$ cat src/rtl/comparador_pkg.sv
// Shared types for the comparator monitor: FSM state codes, sample classes
// and default parameter values.
package comparador_pkg;

    localparam int ANCHO_DEF  = 8;
    localparam int UMBRAL_DEF = 3;

    typedef enum logic [1:0] {
        REPOSO    = 2'd0,
        CONTANDO  = 2'd1,
        ALARMA    = 2'd2,
        NO_USADO  = 2'd3
    } estado_t;

    // The class code doubles as the index of its event counter.
    typedef enum logic [1:0] {
        CLS_EQ  = 2'd0,
        CLS_LT  = 2'd1,
        CLS_GT  = 2'd2,
        CLS_ERR = 2'd3
    } clase_t;

    function automatic clase_t clasificar(input logic q, input logic q_lt);
        clase_t c;
        case ({q, q_lt})
            2'b10:   c = CLS_EQ;
            2'b01:   c = CLS_LT;
            2'b00:   c = CLS_GT;
            default: c = CLS_ERR;
        endcase
        return c;
    endfunction

endpackage

$ cat src/rtl/contador_saturado.sv
// Event counter that increments on inc and holds at its all-ones maximum.
module contador_saturado #(
    parameter int ANCHO = 8
) (
    input  logic             clk,
    input  logic             rst,
    input  logic             inc,
    output logic [ANCHO-1:0] cnt
);

    localparam logic [ANCHO-1:0] MAXIMO = '1;

    logic [ANCHO-1:0] r_cnt;

    always_ff @(posedge clk or posedge rst) begin
        if (rst) begin
            r_cnt <= '0;
        end else if (inc && (r_cnt != MAXIMO)) begin
            r_cnt <= r_cnt + ANCHO'(1);
        end
    end

    assign cnt = r_cnt;

endmodule

$ cat src/rtl/monitor_comparador.sv
// Watches an upstream comparator's flags: counts each result class, keeps the
// larger operand and raises an alarm after UMBRAL consecutive A<B samples.
module monitor_comparador
    import comparador_pkg::*;
#(
    parameter int ANCHO     = ANCHO_DEF,
    parameter int UMBRAL    = UMBRAL_DEF,
    parameter int ANCHO_CNT = 8
) (
    input  logic                 clk,
    input  logic                 rst,
    input  logic                 valid,
    input  logic [ANCHO-1:0]     A,
    input  logic [ANCHO-1:0]     B,
    input  logic                 q,
    input  logic                 q_lt,
    output logic [ANCHO-1:0]     mayor,
    output logic [ANCHO_CNT-1:0] cnt_gt,
    output logic [ANCHO_CNT-1:0] cnt_lt,
    output logic [ANCHO_CNT-1:0] cnt_eq,
    output logic [ANCHO_CNT-1:0] cnt_err,
    output logic                 alarma,
    output logic [1:0]           estado
);

    localparam logic [3:0] UMBRAL_4 = 4'(UMBRAL);

    clase_t               w_clase;
    logic                 w_inc [4];
    logic [ANCHO_CNT-1:0] w_cnt [4];

    estado_t          r_estado;
    estado_t          w_estado_next;
    logic [3:0]       r_run;
    logic [3:0]       w_run_next;
    logic [3:0]       r_clr;
    logic [3:0]       w_clr_next;
    logic [3:0]       w_run_inc;
    logic [3:0]       w_clr_inc;
    logic [ANCHO-1:0] r_mayor;
    logic             r_alarma;

    assign w_clase   = clasificar(q, q_lt);
    assign w_run_inc = r_run + 4'd1;
    assign w_clr_inc = r_clr + 4'd1;

    genvar gi;
    generate
        for (gi = 0; gi < 4; gi++) begin : g_contadores
            assign w_inc[gi] = valid && (w_clase == clase_t'(2'(gi)));

            contador_saturado #(
                .ANCHO (ANCHO_CNT)
            ) u_contador (
                .clk (clk),
                .rst (rst),
                .inc (w_inc[gi]),
                .cnt (w_cnt[gi])
            );
        end
    endgenerate

    assign cnt_eq  = w_cnt[CLS_EQ];
    assign cnt_lt  = w_cnt[CLS_LT];
    assign cnt_gt  = w_cnt[CLS_GT];
    assign cnt_err = w_cnt[CLS_ERR];

    always_comb begin
        w_estado_next = r_estado;
        w_run_next    = r_run;
        w_clr_next    = r_clr;
        case (r_estado)
            REPOSO: begin
                if (valid && (w_clase == CLS_LT)) begin
                    w_run_next    = 4'd1;
                    w_clr_next    = 4'd0;
                    w_estado_next = (UMBRAL_4 == 4'd1) ? ALARMA : CONTANDO;
                end
            end
            CONTANDO: begin
                if (valid) begin
                    if (w_clase == CLS_LT) begin
                        w_run_next = w_run_inc;
                        if (w_run_inc == UMBRAL_4) begin
                            w_estado_next = ALARMA;
                        end
                    end else begin
                        w_run_next    = 4'd0;
                        w_estado_next = REPOSO;
                    end
                end
            end
            ALARMA: begin
                // ERR neither advances nor breaks the clear run.
                if (valid) begin
                    if (w_clase == CLS_LT) begin
                        w_clr_next = 4'd0;
                    end else if (w_clase != CLS_ERR) begin
                        w_clr_next = w_clr_inc;
                        if (w_clr_inc == UMBRAL_4) begin
                            w_estado_next = REPOSO;
                            w_run_next    = 4'd0;
                            w_clr_next    = 4'd0;
                        end
                    end
                end
            end
            default: begin
                w_estado_next = REPOSO;
                w_run_next    = 4'd0;
                w_clr_next    = 4'd0;
            end
        endcase
    end

    always_ff @(posedge clk or posedge rst) begin
        if (rst) begin
            r_estado <= REPOSO;
            r_run    <= 4'd0;
            r_clr    <= 4'd0;
            r_alarma <= 1'b0;
        end else begin
            r_estado <= w_estado_next;
            r_run    <= w_run_next;
            r_clr    <= w_clr_next;
            r_alarma <= (w_estado_next == ALARMA);
        end
    end

    always_ff @(posedge clk or posedge rst) begin
        if (rst) begin
            r_mayor <= '0;
        end else if (valid) begin
            case (w_clase)
                CLS_LT:  r_mayor <= B;
                CLS_ERR: r_mayor <= r_mayor;
                default: r_mayor <= A;
            endcase
        end
    end

    assign mayor  = r_mayor;
    assign alarma = r_alarma;
    assign estado = r_estado;

endmodule
$ cat config.mk
export PLATFORM = sky130hd
export DESIGN_NAME = monitor_comparador
export DESIGN_NICKNAME = d
export VERILOG_FILES = /design/src/rtl/comparador_pkg.sv /design/src/rtl/contador_saturado.sv /design/src/rtl/monitor_comparador.sv
export SDC_FILE = /design/constraint.sdc
export NUM_CORES = 1
export LEC_CHECK = 0
export ABC_AREA = 1
export CORE_UTILIZATION = 50
export CTS_CLUSTER_DIAMETER = 120
export DETAILED_ROUTE_END_ITERATION = 16
export PLACE_DENSITY_LB_ADDON = 0.3
export SYNTH_ARGS = -nofsm -noshare
export SYNTH_HDL_FRONTEND = slang
export SYNTH_SLANG_ARGS = --single-unit
$ cat constraint.sdc
create_clock -name clk -period 1.9 [get_ports clk]
set_clock_uncertainty 0.05 [all_clocks]
set_input_delay 0.475 -clock clk [delete_from_list [all_inputs] [get_ports clk]]
set_output_delay 0.475 -clock clk [all_outputs]
set_load 0.02 [all_outputs]
==> results of run 1 <==
==> per-stage QoR <==
stage / cells / instance area (µm²) / hold WS, ps
global placement: 487 / 3552 / 440.9
finish: 495 / 3682 / 403.3
floorplan: 338 / 2701 / 413.6
detailed placement: 487 / 3552 / 465.5
CTS: 495 / 3647 / 410.8
global route: 495 / 3682 / 428.9
==> layout by cell type, fill, tap and decap left out <==
cell               n
a21oi_1           18
a21oi_2            1
a21oi_4            1
buf_12             1
buf_4             15
bufinv_16          1
clkbuf_8           6
clkdlybuf4s50_1   31
clkinv_2           1
dfrtp_1           51
dlygate4sd2_1     18
dlymetal6s2s_1    14
ha_1               8
inv_1             31
inv_2              5
nand2_1          113
nand2_2            3
nand2_4            1
nand3_1           20
nand3b_1           3
nand4_1           12
nor2_1            26
nor2_2             2
nor3_1             5
o21ai_0           11
o21ai_1            1
xnor2_1           16
xor2_1            10
==> routing by layer <==
layer	part of all wire	routed length [µm]	track usage
met1	0.48	2760	0.3008
met2	0.47	2732	0.3403
met3	0.039	223	0.03307
met4	0.011	63	0.06996
met5	0	0	0
==> state kept, by name, indices dropped and copies added, names as in the netlist <==
register                     count
alarma                           1
estado                           2
g_contadores.u_contador.cnt     32
mayor                            8
r_clr                            4
r_run                            4
==> cells by family after synthesis <==
kind of cell | count (synthesis)
AO/OA/AOI/OAI | 32
buffers and inverters | 36
adder cells (fa/ha/maj) | 8
flip-flops | 51
AND/OR/NAND/NOR | 185
XOR/XNOR | 26
==> layout make-up <==
type / count / area (µm²)
fillers: 436 / 1458
clock inverters: 2 / 35.03
inverters: 36 / 135.1
flip-flops and latches: 51 / 1276
clock buffers: 6 / 82.58
multi-input cells: 251 / 1290
well taps: 70 / 87.58
repair buffers: 79 / 775.7
==> where the power goes <==
| part | internal, mW | leakage [nW] | switching, mW |
|---|---|---|---|
| logic | 0.585 | 1.35 | 0.714 |
| clock network | 0.426 | 0.0612 | 0.351 |
| registers | 1.32 | 0.657 | 0.307 |
==> repair_timing <==
action | in CTS | in global routing
hold endpoints to repair | 0 | 0
gates resized for setup | 18 | 14
endpoints found under the setup margin | 18 | 14
gates cloned | 0 | 0
==> worst paths after layout <==
check                                                              start                                             to  slack, ps
min in group clk           g_contadores[1].u_contador.cnt[3]$_DFFE_PP0P_  g_contadores[1].u_contador.cnt[3]$_DFFE_PP0P_        490
hold reg to reg            g_contadores[1].u_contador.cnt[3]$_DFFE_PP0P_  g_contadores[1].u_contador.cnt[3]$_DFFE_PP0P_        490
hold / removal                                                       rst  g_contadores[3].u_contador.cnt[2]$_DFFE_PP0P_        400
setup reg to reg                                    r_clr[0]$_DFFE_PP0P_                           r_run[3]$_DFFE_PP0P_        270
max in group asynchronous                                            rst  g_contadores[2].u_contador.cnt[5]$_DFFE_PP0P_        870
setup / recovery           g_contadores[1].u_contador.cnt[2]$_DFFE_PP0P_                                      cnt_lt[2]         50
==> summary.txt, run 1 <==
Run status
  • Status: complete, no violations

STA
  • Final Cycle Share: 0.9743
  • Pins Over Slew Limit: 0
  • RSZ-0062 raised after global routing: false
  • TNS Setup: 0 ps
  • Setup violators final: 0
  • Minimum clock period: 1851 ps
  • Slew margin rel.: 0.7526
  • Fmax: 540.2 MHz
  • Hold Vio Cnt, Final: 0
  • Tightest Pin Transition: 370.6 ps
  • Final WS setup: 48.80 ps

Yosys
  • Syn Area/Cell: 7.992 µm²
  • Mapped Nets: 367
  • #FFs+latches synth: 51
  • Synth area leader: dfrtp_1
  • Synth Cell Area: 2701 µm²
  • Cell count after synthesis: 338
  • Most common flop cell mapped by yosys: dfrtp_1
  • Register area share after synthesis: 0.4724
  • Leading post-synthesis cells by cell area: dfrtp_1, nand2_1, xnor2_1, inv_1, ha_1
  • YS warnings: 0
  • Post-synthesis simple-gate area fraction: 0.2913
  • Yosys cell types: 20
  • Ys async rst share: 1.000
  • Post-synth EDFFs: 0
  • Xor and xnor fraction of the mapped netlist area: 0.08430
  • Post-synthesis mux area share: 0
  • Largest family of logic cells by synthesized area: simple AND/OR/NAND/NOR gates
  • Synth Area in Adders: 0.03705
  • Most common cell in the netlist: nand2_1
  • Synth Area in Compound Gates: 0.06484
  • Top cell type's share of synthesized area: 0.4724
  • Top cells by count, synth: nand2_1, dfrtp_1, inv_1

Detailed routing
  • Total Wirelength: 5780 µm
  • DRT antenna net count: 0
  • DRC viols: 0
  • Drt wl/cell: 11.68 µm
  • Initial DRC Count: 121
  • Vias: 2,450
  • First drt pass iteration count: 4
  • Routed vias/inst: 4.949

Die
  • Initial Utilization: 0.5256
  • Die height: 75.50 µm
  • Die W: 75.50 µm
  • Row cnt: 26
  • Full die area: 5700 µm²
  • Total core area: 5140 µm²
  • # IOs: 64

Critical path
  • Worst-path fanout max: 5
  • Worst r2r path cells: 9
  • CP peak stage delay: 620 ps
  • Req. time, crit path: 1370 ps
  • Slowest-stage cell, CP: clkdlybuf4s50_1
  • Worst EP arrival: 1330 ps
  • Worst-path cell chain: clkdlybuf4s50_1
  • CP Launch Type: register
  • Top delay family on crit path: buffers and inverters
  • CP Capture Type: output port
  • Buf+Inv Stages, Crit Path: 1
  • Number of cells on the critical path: 1
  • WS Path Type: reg2out

Global route
  • Tot GR Track Use: 0.2134
  • First-pass GRT wire length: 9315 µm
  • Antenna violations before repair: 0
  • Vias in the first global route: 2,144
  • Largest net degree at the start of global routing: 25
  • Gr ovfl total: 0

Pwr
  • Total Power: 3.703 mW
  • Max VDD drop: 0.6786 mV
  • Pwr Density: 1006 nW/µm²
  • Leak Pwr: 2.073 nW

Clocking
  • Reg clk slew, reported paths: 90 ps
  • H-Tree Level Count: 2
  • Setup bufs post-CTS: 0
  • CTS Hold Bufs: 0
  • Clk Tree Root Cell: clkbuf_8
  • CTS tree: done
  • Clock Latency Late Sink: 300 ps
  • Clock Sinks: 51
  • CTS Buf Count: 5
  • CTS Buffer Depth: 2

Job
  • Max Cap Violations: 0

Placed design
  • Port Buffers: 63
  • Routability cong.: 0.8282
  • DPL Wire Length: 4321 µm
  • Pre-CTS setup slack: -100.6 ps

Final layout
  • Layout cell share with drive strength beyond 1: 0.08706
  • Area Overhead vs Synth: 36.31%
  • N_diodes: 0
  • Final net count: 453
  • Core Util, Final: 0.7164

Hold path
  • Worst hold path type: in2async
Power figures use the tool's default switching activity.
==> run 2, diff against run 1 <==
--- a/config.mk
+++ b/config.mk
@@ -8,6 +8,7 @@
 export ABC_AREA = 1
 export CORE_UTILIZATION = 50
 export CTS_CLUSTER_DIAMETER = 120
+export CTS_CLUSTER_SIZE = 8
 export DETAILED_ROUTE_END_ITERATION = 16
 export PLACE_DENSITY_LB_ADDON = 0.3
 export SYNTH_ARGS = -nofsm -noshare
==> results of run 2 <==
The final DEF is identical to that of run 1; final timing and power are the same.
==> run 3, diff against run 2 <==
--- a/config.mk
+++ b/config.mk
@@ -6,11 +6,12 @@
 export NUM_CORES = 1
 export LEC_CHECK = 0
 export ABC_AREA = 1
-export CORE_UTILIZATION = 50
+export CORE_UTILIZATION = 45
 export CTS_CLUSTER_DIAMETER = 120
 export CTS_CLUSTER_SIZE = 8
 export DETAILED_ROUTE_END_ITERATION = 16
 export PLACE_DENSITY_LB_ADDON = 0.3
+export REMOVE_ABC_BUFFERS = 1
 export SYNTH_ARGS = -nofsm -noshare
 export SYNTH_HDL_FRONTEND = slang
 export SYNTH_SLANG_ARGS = --single-unit
==> summary.txt, run 3 (same netlist as run 1, synthesis figures left out) <==
Final layout
  • Core Util, Final: 0.6423
  • Area Overhead vs Synth: 34.14%
  • Register area: 1276 µm²
  • Area of the multi-input gates: 1290 µm²
  • Filler Cell Count: 509
  • N_diodes: 0
  • Fin area: 3623 µm²
  • Most common cell after layout, fill and taps aside: nand2_1
  • Cell Count, Final, Fillers Out: 494
  • Layout cell share with drive strength beyond 1: 0.08057
  • Largest register FFs: 32
  • Most frequent cells in the layout: nand2_1, dfrtp_1, inv_1, clkdlybuf4s50_1, nor2_1
  • Final net count: 450

Hold path
  • Worst hold path type: in2async

Global route
  • Largest net degree at the start of global routing: 52
  • Antenna violations before repair: 0
  • First-pass GRT wire length: 10,190 µm
  • Gr ovfl total: 0
  • Tot GR Track Use: 0.2058
  • Vias in the first global route: 2,328

Pwr
  • Total Power: 3.568 mW
  • Max VDD drop: 0.7718 mV
  • Pwr Density: 984.7 nW/µm²
  • Leak Pwr: 1.972 nW

Job
  • Max Cap Violations: 0

STA
  • Hold Vio Cnt, Final: 0
  • Pins Over Slew Limit: 0
  • Fmax: 551.3 MHz
  • Worst hold slack: 470.4 ps
  • Setup violators final: 0
  • Tightest Pin Transition: 308.4 ps
  • RSZ-0062 raised after global routing: false
  • Minimum clock period: 1814 ps
  • Final WS setup: 85.97 ps
  • Slew margin rel.: 0.7944
  • Final Cycle Share: 0.9548
  • TNS Setup: 0 ps

Critical path
  • CP Launch Type: register
  • WS Path Type: reg2out
  • Critical R2R Capture: g_contadores[3].u_contador.cnt[2]$_DFFE_PP0P_
  • CP peak stage delay: 630 ps
  • Slowest-stage cell, CP: clkdlybuf4s50_1
  • CP Capture Type: output port
  • Worst EP arrival: 1290 ps
  • Worst r2r path cells: 8
  • Worst-path cell chain: clkdlybuf4s50_1
  • Req. time, crit path: 1370 ps
  • Buf+Inv Stages, Crit Path: 1
  • Worst-path fanout max: 2
  • Reg-to-reg startpoint: g_contadores[3].u_contador.cnt[0]$_DFFE_PP0P_
  • R2r setup slk: 260 ps
  • Top delay family on crit path: buffers and inverters

Clocking
  • Clock Sinks: 51
  • CTS Hold Bufs: 0
  • CTS tree: done
  • CTS Buf Count: 5
  • Reg clk slew, reported paths: 90 ps
  • H-Tree Level Count: 2
  • Clock Latency Late Sink: 300 ps
  • Clk Tree Root Cell: clkbuf_8
  • CTS Buffer Depth: 2

Placed design
  • Placed instance count: 486
  • DPL Wire Length: 4560 µm
  • Port Buffers: 63
  • Pre-CTS setup slack: -56.32 ps
  • Placed Instance Area: 3532 µm²
  • Routability cong.: 0.8574

Die
  • Initial Utilization: 0.4788
  • Die W: 79.48 µm
  • Total core area: 5642 µm²
  • Full die area: 6317 µm²
  • Row cnt: 27
  • # IOs: 64
  • Die height: 79.48 µm

Detailed routing
  • Vias: 2,465
  • First drt pass iteration count: 4
  • Drt wl/cell: 12.29 µm
  • Routed vias/inst: 4.990
  • DRC viols: 0
  • Total Wirelength: 6071 µm
  • Initial DRC Count: 142
  • DRT antenna net count: 0

Run status
  • Status: complete, no violations
[run 3: cell count changes in the layout (fill, tap and decap cells not counted)]
cell             before  now
dlymetal6s2s_1       14    9
clkinv_2              1    0
clkdlybuf4s50_1      31   30
clkinv_4              0    1
clkinvlp_4            0    1
buf_4                15   12
dlygate4sd2_1        18   24
bufinv_16             1    0
[run 3: where the power goes]
group / internal [mW] / switching [mW]
combinational: 0.573 / 0.708
clock: 0.298 / 0.360
sequential: 1.32 / 0.310
[run 3: area by class of cell]
cell class,count,share of cell area
Clock buffer,6,0.02279
Clock inverter,2,0.004489
Inverter,36,0.03729
Multi-Input combinational cell,251,0.3560
Sequential cell,51,0.3522
Tap cell,72,0.02486
Timing Repair Buffer,76,0.2023
[run 3: timing repair]
action,in CTS,in global routing
endpoints found under the hold margin,0,0
setup endpoints to repair,24,9
resized for setup,24,9
buffers inserted,0,0
[run 3: routing by layer]
layer / track usage / share of wire / vias to the layer above
met1: 0.2590 / 0.46 / 1162
met2: 0.3521 / 0.48 / 47
met3: 0.03771 / 0.040 / 8
met5: 0 / 0 / -
li1: - / - / 1248
met4: 0.07091 / 0.015 / 0
[run 3: how the worst max path moves through the flow]
stage	startpoint	end	slack, ps	cells past startpoint
5_1_grt	mayor[0]$_DFFE_PP0P_	mayor[0]	40	1
3_5_place_dp	q_lt	g_contadores[2].u_contador.cnt[0]$_DFFE_PP0P_	-60	6
2_1_floorplan	rst	alarma$_DFF_PP0_	150	1
6_report	mayor[5]$_DFFE_PP0P_	mayor[5]	90	1
3_3_place_gp	q_lt	g_contadores[1].u_contador.cnt[0]$_DFFE_PP0P_	10	7
4_1_cts	g_contadores[1].u_contador.cnt[2]$_DFFE_PP0P_	cnt_lt[2]	2	1
[run 3: worst reg2reg max path, cell delays in order (launching register included)]
cell and delay, ps:
dfrtp_1 440, ha_1 220, nand3_1 80, nor2_1 130, nand3_1 120, nand2_2 190, inv_1 130, nand3b_1 110
nand2_1 60
